==> config.mk <==
export PLATFORM = sky130hd
export DESIGN_NAME = pc_fetch
export DESIGN_NICKNAME = d
export VERILOG_FILES = /design/src/rtl/pc_fetch_pkg.sv /design/src/rtl/pc_fetch_redirect.sv /design/src/rtl/pc_fetch.sv
export SDC_FILE = /design/constraint.sdc
export NUM_CORES = 1
export LEC_CHECK = 0
export BUFFER_PORTS_ARGS = -buffer_cell sky130_fd_sc_hd__buf_2
export CORE_UTILIZATION = 42
export DETAILED_ROUTE_END_ITERATION = 7
export PLACE_DENSITY = 0.83
export SLEW_MARGIN = 20
export SYNTH_ARGS = -nofsm -noshare
export SYNTH_HDL_FRONTEND = slang
export SYNTH_SLANG_ARGS = --single-unit
export TNS_END_PERCENT = 100
==> constraint.sdc <==
create_clock -name i_clk -period 1.8 [get_ports i_clk]
set_input_delay 0.27 -clock i_clk [delete_from_list [all_inputs] [get_ports i_clk]]
set_output_delay 0.27 -clock i_clk [all_outputs]
set_load 0.05 [all_outputs]
==> src/rtl/pc_fetch_pkg.sv <==
// Shared core package for the fetch stage.
// Holds the fetch FSM state encoding, the default reset fetch address and the
// jump-target helper used by the redirect logic.
package pc_fetch_pkg;

   localparam int unsigned PC_W = 30;

   // Word address fetched first after reset when the top is not overridden.
   localparam logic [PC_W-1:0] RESET_PC_DEFAULT = 30'h0000000;

   // Fetch FSM state encoding.
   localparam logic [1:0] S_IDLE = 2'd0;
   localparam logic [1:0] S_REQ  = 2'd1;
   localparam logic [1:0] S_FULL = 2'd2;

   // Jump target: region bits of the jump's PC+1 concatenated with instr_index.
   function automatic logic [PC_W-1:0] jump_addr(input logic [PC_W-1:0] pc,
                                                 input logic [25:0]     idx);
      return {pc[29:26], idx};
   endfunction

endpackage

==> src/rtl/pc_fetch_redirect.sv <==
// Redirect and adder-operand selection for the fetch stage.
// Ports:
//   pc_q          - current fetch PC (default adder operand 1)
//   branch_taken  - branch redirect pulse
//   jump          - jump redirect pulse (wins over branch_taken)
//   branch_pc     - PC+1 of the branch/jump instruction
//   branch_offset - sign-extended word offset
//   jump_target   - instr_index field of the jump
//   add_result    - sum from the shared core adder
//   add_op1/2     - operands driven to the shared core adder
//   redirect      - a branch or jump is requested this cycle
//   redirect_pc   - new fetch PC when redirect is set
module pc_fetch_redirect
   import pc_fetch_pkg::*;
(
   input  logic [29:0] pc_q,
   input  logic        branch_taken,
   input  logic        jump,
   input  logic [29:0] branch_pc,
   input  logic [29:0] branch_offset,
   input  logic [25:0] jump_target,
   input  logic [29:0] add_result,
   output logic [29:0] add_op1,
   output logic [29:0] add_op2,
   output logic        redirect,
   output logic [29:0] redirect_pc
);

   // The adder is steered to the branch operands whenever a branch is
   // flagged; otherwise it produces the sequential pc_q + 1.
   always_comb begin
      add_op1 = pc_q;
      add_op2 = 30'd1;
      if (branch_taken) begin
         add_op1 = branch_pc;
         add_op2 = branch_offset;
      end
   end

   assign redirect    = branch_taken | jump;
   // The jump target needs no addition, so it bypasses the adder entirely.
   assign redirect_pc = jump ? jump_addr(branch_pc, jump_target) : add_result;

endmodule

==> src/rtl/pc_fetch.sv <==
// Instruction fetch stage: issues word-address reads to instruction memory,
// buffers one instruction for decode and handles branch/jump redirects.
// The PC increment and branch-target sum use a shared adder outside this block.
// Ports:
//   i_clk, i_rst_n                 - clock, asynchronous active-low reset
//   o_add_op1/o_add_op2/i_add_result - shared adder interface
//   i_branch_taken, i_jump, i_branch_pc, i_branch_offset, i_jump_target
//                                  - redirect requests from decode
//   o_imem_req/o_imem_addr/i_imem_ack/i_imem_rdata - instruction memory read
//   o_instr_valid/o_instr/o_pc/i_decode_ready      - instruction to decode
//   o_dbg_state                    - current FSM state
//
// Handshakes: memory read is request/ack -- o_imem_req stays high with a
// stable o_imem_addr until the cycle i_imem_ack is seen, and i_imem_rdata is
// valid only in that cycle. Decode side is valid/ready -- a transfer happens on
// a rising edge where o_instr_valid & i_decode_ready; o_instr/o_pc are held
// while o_instr_valid is high and no transfer occurs.
module pc_fetch
   import pc_fetch_pkg::*;
#(
   parameter logic [29:0] RESET_PC = RESET_PC_DEFAULT
) (
   input  logic        i_clk,
   input  logic        i_rst_n,
   output logic [29:0] o_add_op1,
   output logic [29:0] o_add_op2,
   input  logic [29:0] i_add_result,
   input  logic        i_branch_taken,
   input  logic        i_jump,
   input  logic [29:0] i_branch_pc,
   input  logic [29:0] i_branch_offset,
   input  logic [25:0] i_jump_target,
   output logic        o_imem_req,
   output logic [29:0] o_imem_addr,
   input  logic        i_imem_ack,
   input  logic [31:0] i_imem_rdata,
   output logic        o_instr_valid,
   output logic [31:0] o_instr,
   output logic [29:0] o_pc,
   input  logic        i_decode_ready,
   output logic [1:0]  o_dbg_state
);

   logic [1:0]  state;
   logic [29:0] pc_q;
   logic [29:0] addr_q;
   logic        kill_q;
   logic        valid_q;
   logic [31:0] instr_q;
   logic [29:0] instr_pc_q;
   logic        redirect;
   logic [29:0] redirect_pc;
   logic        transfer;

   pc_fetch_redirect u_redirect (
      .pc_q          (pc_q),
      .branch_taken  (i_branch_taken),
      .jump          (i_jump),
      .branch_pc     (i_branch_pc),
      .branch_offset (i_branch_offset),
      .jump_target   (i_jump_target),
      .add_result    (i_add_result),
      .add_op1       (o_add_op1),
      .add_op2       (o_add_op2),
      .redirect      (redirect),
      .redirect_pc   (redirect_pc)
   );

   assign transfer = valid_q & i_decode_ready;

   always_ff @(posedge i_clk or negedge i_rst_n) begin
      if (!i_rst_n) begin
         state      <= S_IDLE;
         pc_q       <= RESET_PC;
         addr_q     <= RESET_PC;
         kill_q     <= 1'b0;
         valid_q    <= 1'b0;
         instr_q    <= 32'd0;
         instr_pc_q <= 30'd0;
      end else begin
         case (state)
            // One settling cycle after reset; redirects are ignored here.
            S_IDLE: begin
               addr_q <= pc_q;
               state  <= S_REQ;
            end
            S_REQ: begin
               if (i_imem_ack) begin
                  kill_q <= 1'b0;
                  if (redirect) begin
                     // Data returned for the old path is dropped.
                     pc_q   <= redirect_pc;
                     addr_q <= redirect_pc;
                  end else if (kill_q) begin
                     // Ack for a request overtaken by an earlier redirect.
                     addr_q <= pc_q;
                  end else begin
                     instr_q    <= i_imem_rdata;
                     instr_pc_q <= addr_q;
                     valid_q    <= 1'b1;
                     pc_q       <= i_add_result;
                     state      <= S_FULL;
                  end
               end else if (redirect) begin
                  // The address must stay stable until the ack, so the new
                  // path is parked in pc_q and the pending read is marked dead.
                  pc_q   <= redirect_pc;
                  kill_q <= 1'b1;
               end
            end
            S_FULL: begin
               if (redirect) begin
                  pc_q    <= redirect_pc;
                  addr_q  <= redirect_pc;
                  valid_q <= 1'b0;
                  state   <= S_REQ;
               end else if (transfer) begin
                  valid_q <= 1'b0;
                  addr_q  <= pc_q;
                  state   <= S_REQ;
               end
            end
            default: state <= S_IDLE;
         endcase
      end
   end

   assign o_imem_req    = (state == S_REQ);
   assign o_imem_addr   = addr_q;
   assign o_instr_valid = valid_q;
   assign o_instr       = instr_q;
   assign o_pc          = instr_pc_q;
   assign o_dbg_state   = state;

endmodule

**Word-level counts from Yosys, hierarchy flattened**

Cells that the tools add are included.

- Register bits after elaboration: 126
- Bits of input ports: 154
- Output and inout port bits: 156
- Logic and storage cells: 57

- Equality and inequality tests: 8
- Muxes and demuxes: 28
- Bitwise gates (word level): 4
- Reduce and logical (&&, ||, !) cells: 10

Operators with widths:

| operator | number |
|---|---|
| 2-to-1 mux 30 bit | 12 |
| case mux 30 bit (3 select lines) | 1 |
| case mux 30 bit (2 select lines) | 1 |
| AND reduction 4 bit | 3 |
| 2-to-1 mux 2 bit | 5 |
| 2-to-1 mux 1 bit | 7 |
| case mux 2 bit (3 select lines) | 1 |
| AND reduction 5 bit | 1 |
| inequality test 2 bit (second input constant) | 2 |
| inequality test 4 x 3 -> 1 bit (second input constant) | 1 |
| AND reduction 2 bit | 2 |
| nonzero test 2 bit | 2 |
| inequality test 3 x 1 -> 1 bit (second input constant) | 1 |
| inequality test 3 bit (second input constant) | 1 |
| nonzero test 3 bit | 1 |
| equality test 2 x 1 -> 1 bit (second input constant) | 1 |
| equality test 2 bit (second input constant) | 1 |
| logical NOT 2 bit | 1 |
| inequality test 2 x 1 -> 1 bit (second input constant) | 1 |
| NOT 1 bit | 2 |
| case mux 1 bit (2 select lines) | 1 |
| bitwise AND 1 bit | 1 |
| OR 1 bit | 1 |

**Depth between registers and ports, before layout**

- Depth after elaboration: 4
- Depth in mapped cells: 7
- Gate-level depth less buffers: 5

**Modules after synthesis**

Synthesis repeated with hierarchy kept, for this count alone.

- Cell total of the unflattened synthesis: 501
- Area total of the unflattened synthesis: 6566.3 um2

Modules (own cells, without submodules):

| module | instances | cells each | area each (um2) | sequential area each (um2) |
|---|---|---|---|---|
| pc_fetch | 1 | 400 | 5480.3 | 3153.0 |
| pc_fetch_redirect | 1 | 101 | 1086.0 | 0.0 |

**Least setup slack after synthesis**

OpenSTA, ideal clock, no wires.

- Path kind: flip-flop to flip-flop
- From: reg state[1] (netlist: o_dbg_state[1])
- To: reg state[1] (netlist: o_dbg_state[1])
- Setup time: 0.125 ns
- Arrival time: 2.055 ns
- Data required time: 1.675 ns
- Path slack: -0.379 ns
- Stages on the path, launching flop included: 6
- Buffers on the path: 0
- Period minus slack after synthesis: 2.179 ns
- Cell sequence: dfrtp_1 inv_1 ha_1 a22o_1 a21oi_1 mux2_2

- Word-level cells in the longest chain between the ends: 3
- Elaborated cells on any way between the ends: 9
- Classes of those cells: eq/ne (6); mux (1); reduce/logical (2)

Ends and longest elaborated chain:

| what | line | RTL |
|---|---|---|
| start, declared | pc_fetch.sv:44 | `logic [1:0] state;` |
| start signal, assigned | pc_fetch.sv:73 | `state <= S_IDLE;` |
| start signal, assigned | pc_fetch.sv:85 | `state <= S_REQ;` |
| start signal, assigned | pc_fetch.sv:102 | `state <= S_FULL;` |
| equality test 2 x 1 -> 1 bit (*) | -- |  |
| named net o_imem_req | pc_fetch.sv:33 | `output logic o_imem_req,` |
| inequality test 2 bit (no line) / inequality test 2 x 1 -> 1 bit (equally long branches) | -- |  |
| AND reduction 4 bit (no line) | -- |  |

Mark *: on every way through the listed nets, which the timed path passes. The rest lies on a longest branch.
A chain may end at the register's enable or synchronous reset.

**Final worst setup path**

- From: reg state[0] (netlist: o_dbg_state[0])
- To: reg pc_q[0]

- Word-level cells in the longest chain between the ends: 3
- Elaborated cells on any way between the ends: 6
- Classes of those cells: eq/ne (3); mux (1); reduce/logical (2)

Ends and longest elaborated chain:

| what | line | RTL |
|---|---|---|
| equality test 2 x 1 -> 1 bit / equality test 2 bit (equally long branches) | pc_fetch.sv:81 | `case (state)` |
| inequality test 4 x 3 -> 1 bit (no line) / nonzero test 2 bit (equally long branches) | -- |  |
| AND reduction 2 bit (no line) | -- |  |
| end signal, assigned | pc_fetch.sv:92 | `pc_q <= redirect_pc;` |
| end signal, assigned | pc_fetch.sv:101 | `pc_q <= i_add_result;` |
| end signal, assigned | pc_fetch.sv:107 | `pc_q <= redirect_pc;` |
| end, declared | pc_fetch.sv:45 | `logic [29:0] pc_q;` |

Several ways; a longest one is shown, not always the timed one.

==> impl_results.md <==
- Relative slew slack: 73.3%
- Layout area overhead: 41.0%
- Vias per std cell: 5.31
- Post-DP HPWL: roughly 13 mm
- Hold Fails Final Rpt: 0
- Share of layout cells above drive strength 1: ~64%
- Initial antenna violation count: 1
- Placed Area: just over 0.008 mm2
- Routed WL per cell: 18.0 um
- Cell area after layout: between 0.008 and 0.009 mm2
- Setup_tns: 0 ps
- Tmin final: between 1500 and 2000 ps
- Slowest CP cell: dfrtp_2
- Final Skew: roughly 11 ps
- GRT Util Overall: 22.9%
- Routed wire length: between 15 and 20 mm
- Worst stage delay on the critical path: approximately 430 ps
- Core Util, Final: around three fifths
- Placed cells: between 900 and 1000
- Residual DRC: 0
- Max-cap violations: 0
- Synth Warn #: 0
- Root Buffer Master: clkbuf_16
- Maximum clock path buffer count: 2
- Port buffer count: around 310
- Synth unique cells: 28
- Clk slew on worst S/H paths: ~60 ps
- Initial Util: approximately 43%
- Site Rows: 44
- Synthesized flop and latch total: about 130
- Ys async rst share: 100%
- Vias in the first global route: roughly 5200
- Pin count of the biggest net entering global routing: 63
- Worst Tran Pin Value: roughly 400 ps
- CTS H-tree depth: 4
- Via Count: approximately 5400
- Worst path cell trace: buf_4 -> ha_4 -> a211oi_2 -> o21ai_4 -> clkbuf_16 -> mux2_2
- Chip Height: ~120 um
- Final nets: between 900 and 1000
- ANT nets after route: 0
- CTS Buf Count: 17
- Fin cells: 1012
- Post-synthesis cell count: 500
- Final slew viol count: 0
- Critical path buffers and inverters: 2
- DR pass1 iterations: 4
- Worst setup EP type: register
- CTS tree: built
- Most used DFF post-synth: dfrtp_1
- GP Congestion: just under 0.9
- Post-synth EDFFs: 0
- Synth Area per Inst: around 13 um2
- WP data arrival: 2090 ps
- Lkg Pwr: approximately 4.4 nW
- I/O pin total: 310
- Die X: between 100 and 150 um
- Worst-Skew Late Latency: between 400 and 500 ps
- Power Density: between 2000 and 2500 mW/mm2
- WHS: roughly 80 ps
- Worst VDD drop: 923 uV
- Status: complete, no violations
- WS Path Type: reg -> reg
- Fin crit share: slightly below 100%
- Starting DRT DRC Count: about 230
- Worst Setup Start Kind: register
- Syn Nets: 660
- Sequential area share after synthesis: ~50%
- First-pass GRT wire length: around 26 mm
- Core area: approximately 0.015 mm2
- # diodes: 0
- Final Setup Violations: 0
- Mapped cell area: between 0.006 and 0.007 mm2
- Data required time of the worst path: between 2000 and 2500 ps
- CP max FO: 8
- Critical path's top delay family: compound AO/OA/AOI/OAI gates
- Fill count: roughly 1200
- Min-Delay Path Class: in -> reg
- R2R Setup Slk: approximately 12 ps
- Global route overflow: 0
- Die ar.: 0.0154 mm2
- # clock sinks: 126
- F_max: between 0.5 and 0.6 GHz
## path summary, 6_finish.rpt
check / from / endpoint / cells past startpoint
hold / removal: i_imem_rdata[16] / o_instr[16] / 2
min in group asynchronous: i_rst_n / o_pc[4] / 2
hold reg to reg: o_instr[31] / o_instr[31] / 1
setup / recovery: o_dbg_state[0] / pc_q[0] / 6
setup reg to reg: o_dbg_state[0] / pc_q[0] / 6
max in group asynchronous: i_rst_n / o_pc[19] / 3
## worst reg2reg max path: stages (launching register included)
cell and delay [ps]:
dfrtp_2 430, buf_4 150, ha_4 180, a211oi_2 300, o21ai_4 150, clkbuf_16 190
mux2_2 270
## logic make-up (layout without fill, tap and decap cells)
| family | Yosys count | in the layout | share of synthesized area, % |
|---|---|---|---|
| flip-flops | 126 | 126 | 50.3 |
| buffers and inverters | 43 | 371 | 3.64 |
| AO/OA/AOI/OAI | 103 | 103 | 11.0 |
| adder cells (fa/ha/maj) | 6 | 6 | 1.20 |
| AND/OR/NAND/NOR | 69 | 69 | 5.73 |
| multiplexers | 153 | 153 | 28.1 |
## synthesized netlist by cell type, types with 4 or more instances
cell type	instances	area [um2]
mux2_4	10	150
o22ai_1	30	188
o21ai_0	32	160
nand2_1	31	116
buf_6	7	78.8
and2_1	30	188
ha_1	6	75.1
inv_1	4	15.0
dfrtp_1	126	3150
clkbuf_1	24	90.1
mux2_2	143	1610
o2bb2ai_1	30	263
## final cells by class
cell class / instances / area [um2] / area share, %
well taps: 184 / 230 / 2.61
clock inverters: 12 / 135 / 1.53
repair buffers: 335 / 1880 / 21.3
clock buffers: 20 / 467 / 5.29
multi-input cells: 331 / 2940 / 33.3
flip-flops and latches: 126 / 3160 / 35.7
inverters: 4 / 17.5 / 0.198
## flip-flops by register name (all words and copies together), names as in the netlist
signal         count
o_imem_addr       30
o_pc              30
o_instr_valid      1
pc_q              30
o_instr           32
kill_q             1
o_dbg_state        2
## placed cells by master (no fill, tap or decap), drive strengths merged
cell type and count:
mux2 153, clkinvlp 4, nand2b 3, and2 30, a211oi 2, nand2 32, dlygate4sd3 1, buf 333
a21oi 3, a22o 1, or2 1, a221o 1, clkinv 4, ha 6, bufinv 2, o21ai 33
o32a 1, inv 6, clkbuf 21, dfrtp 126, a31oi 1, o2bb2ai 30, nor2 3, o22ai 30
o31ai 1
## routing by layer
layer	track usage, %	part of all wire (%)	vias up
li1	-	-	2465
met1	24.8	38	2587
met2	41.0	51	277
met3	5.13	7.4	44
met4	12.9	3.4	2
met5	0	0.071	-
## power breakdown
group          internal (mW)  switching [mW]  total, mW
combinational           3.55            7.44       11.0
clock                   2.15            1.31       3.46
sequential              4.28           0.980       5.26
total                   9.98            9.73       19.7
## through the flow
stage,power (mW),setup WS [ps]
after global placement,15.7,53.4
after global routing,20.7,-14.7
after detailed placement,16.0,24.0
after floorplan,13.0,12.1
final,19.7,12.2
after CTS,19.5,16.0
## what timing repair did
action / CTS / global route
resized for setup: 0 / 7
endpoints found under the hold margin: 11 / 0
endpoints found under the setup margin: 0 / 30
hold buffers: 1 / 0
buffers inserted: 0 / 3
Power figures use the tool's default switching activity.
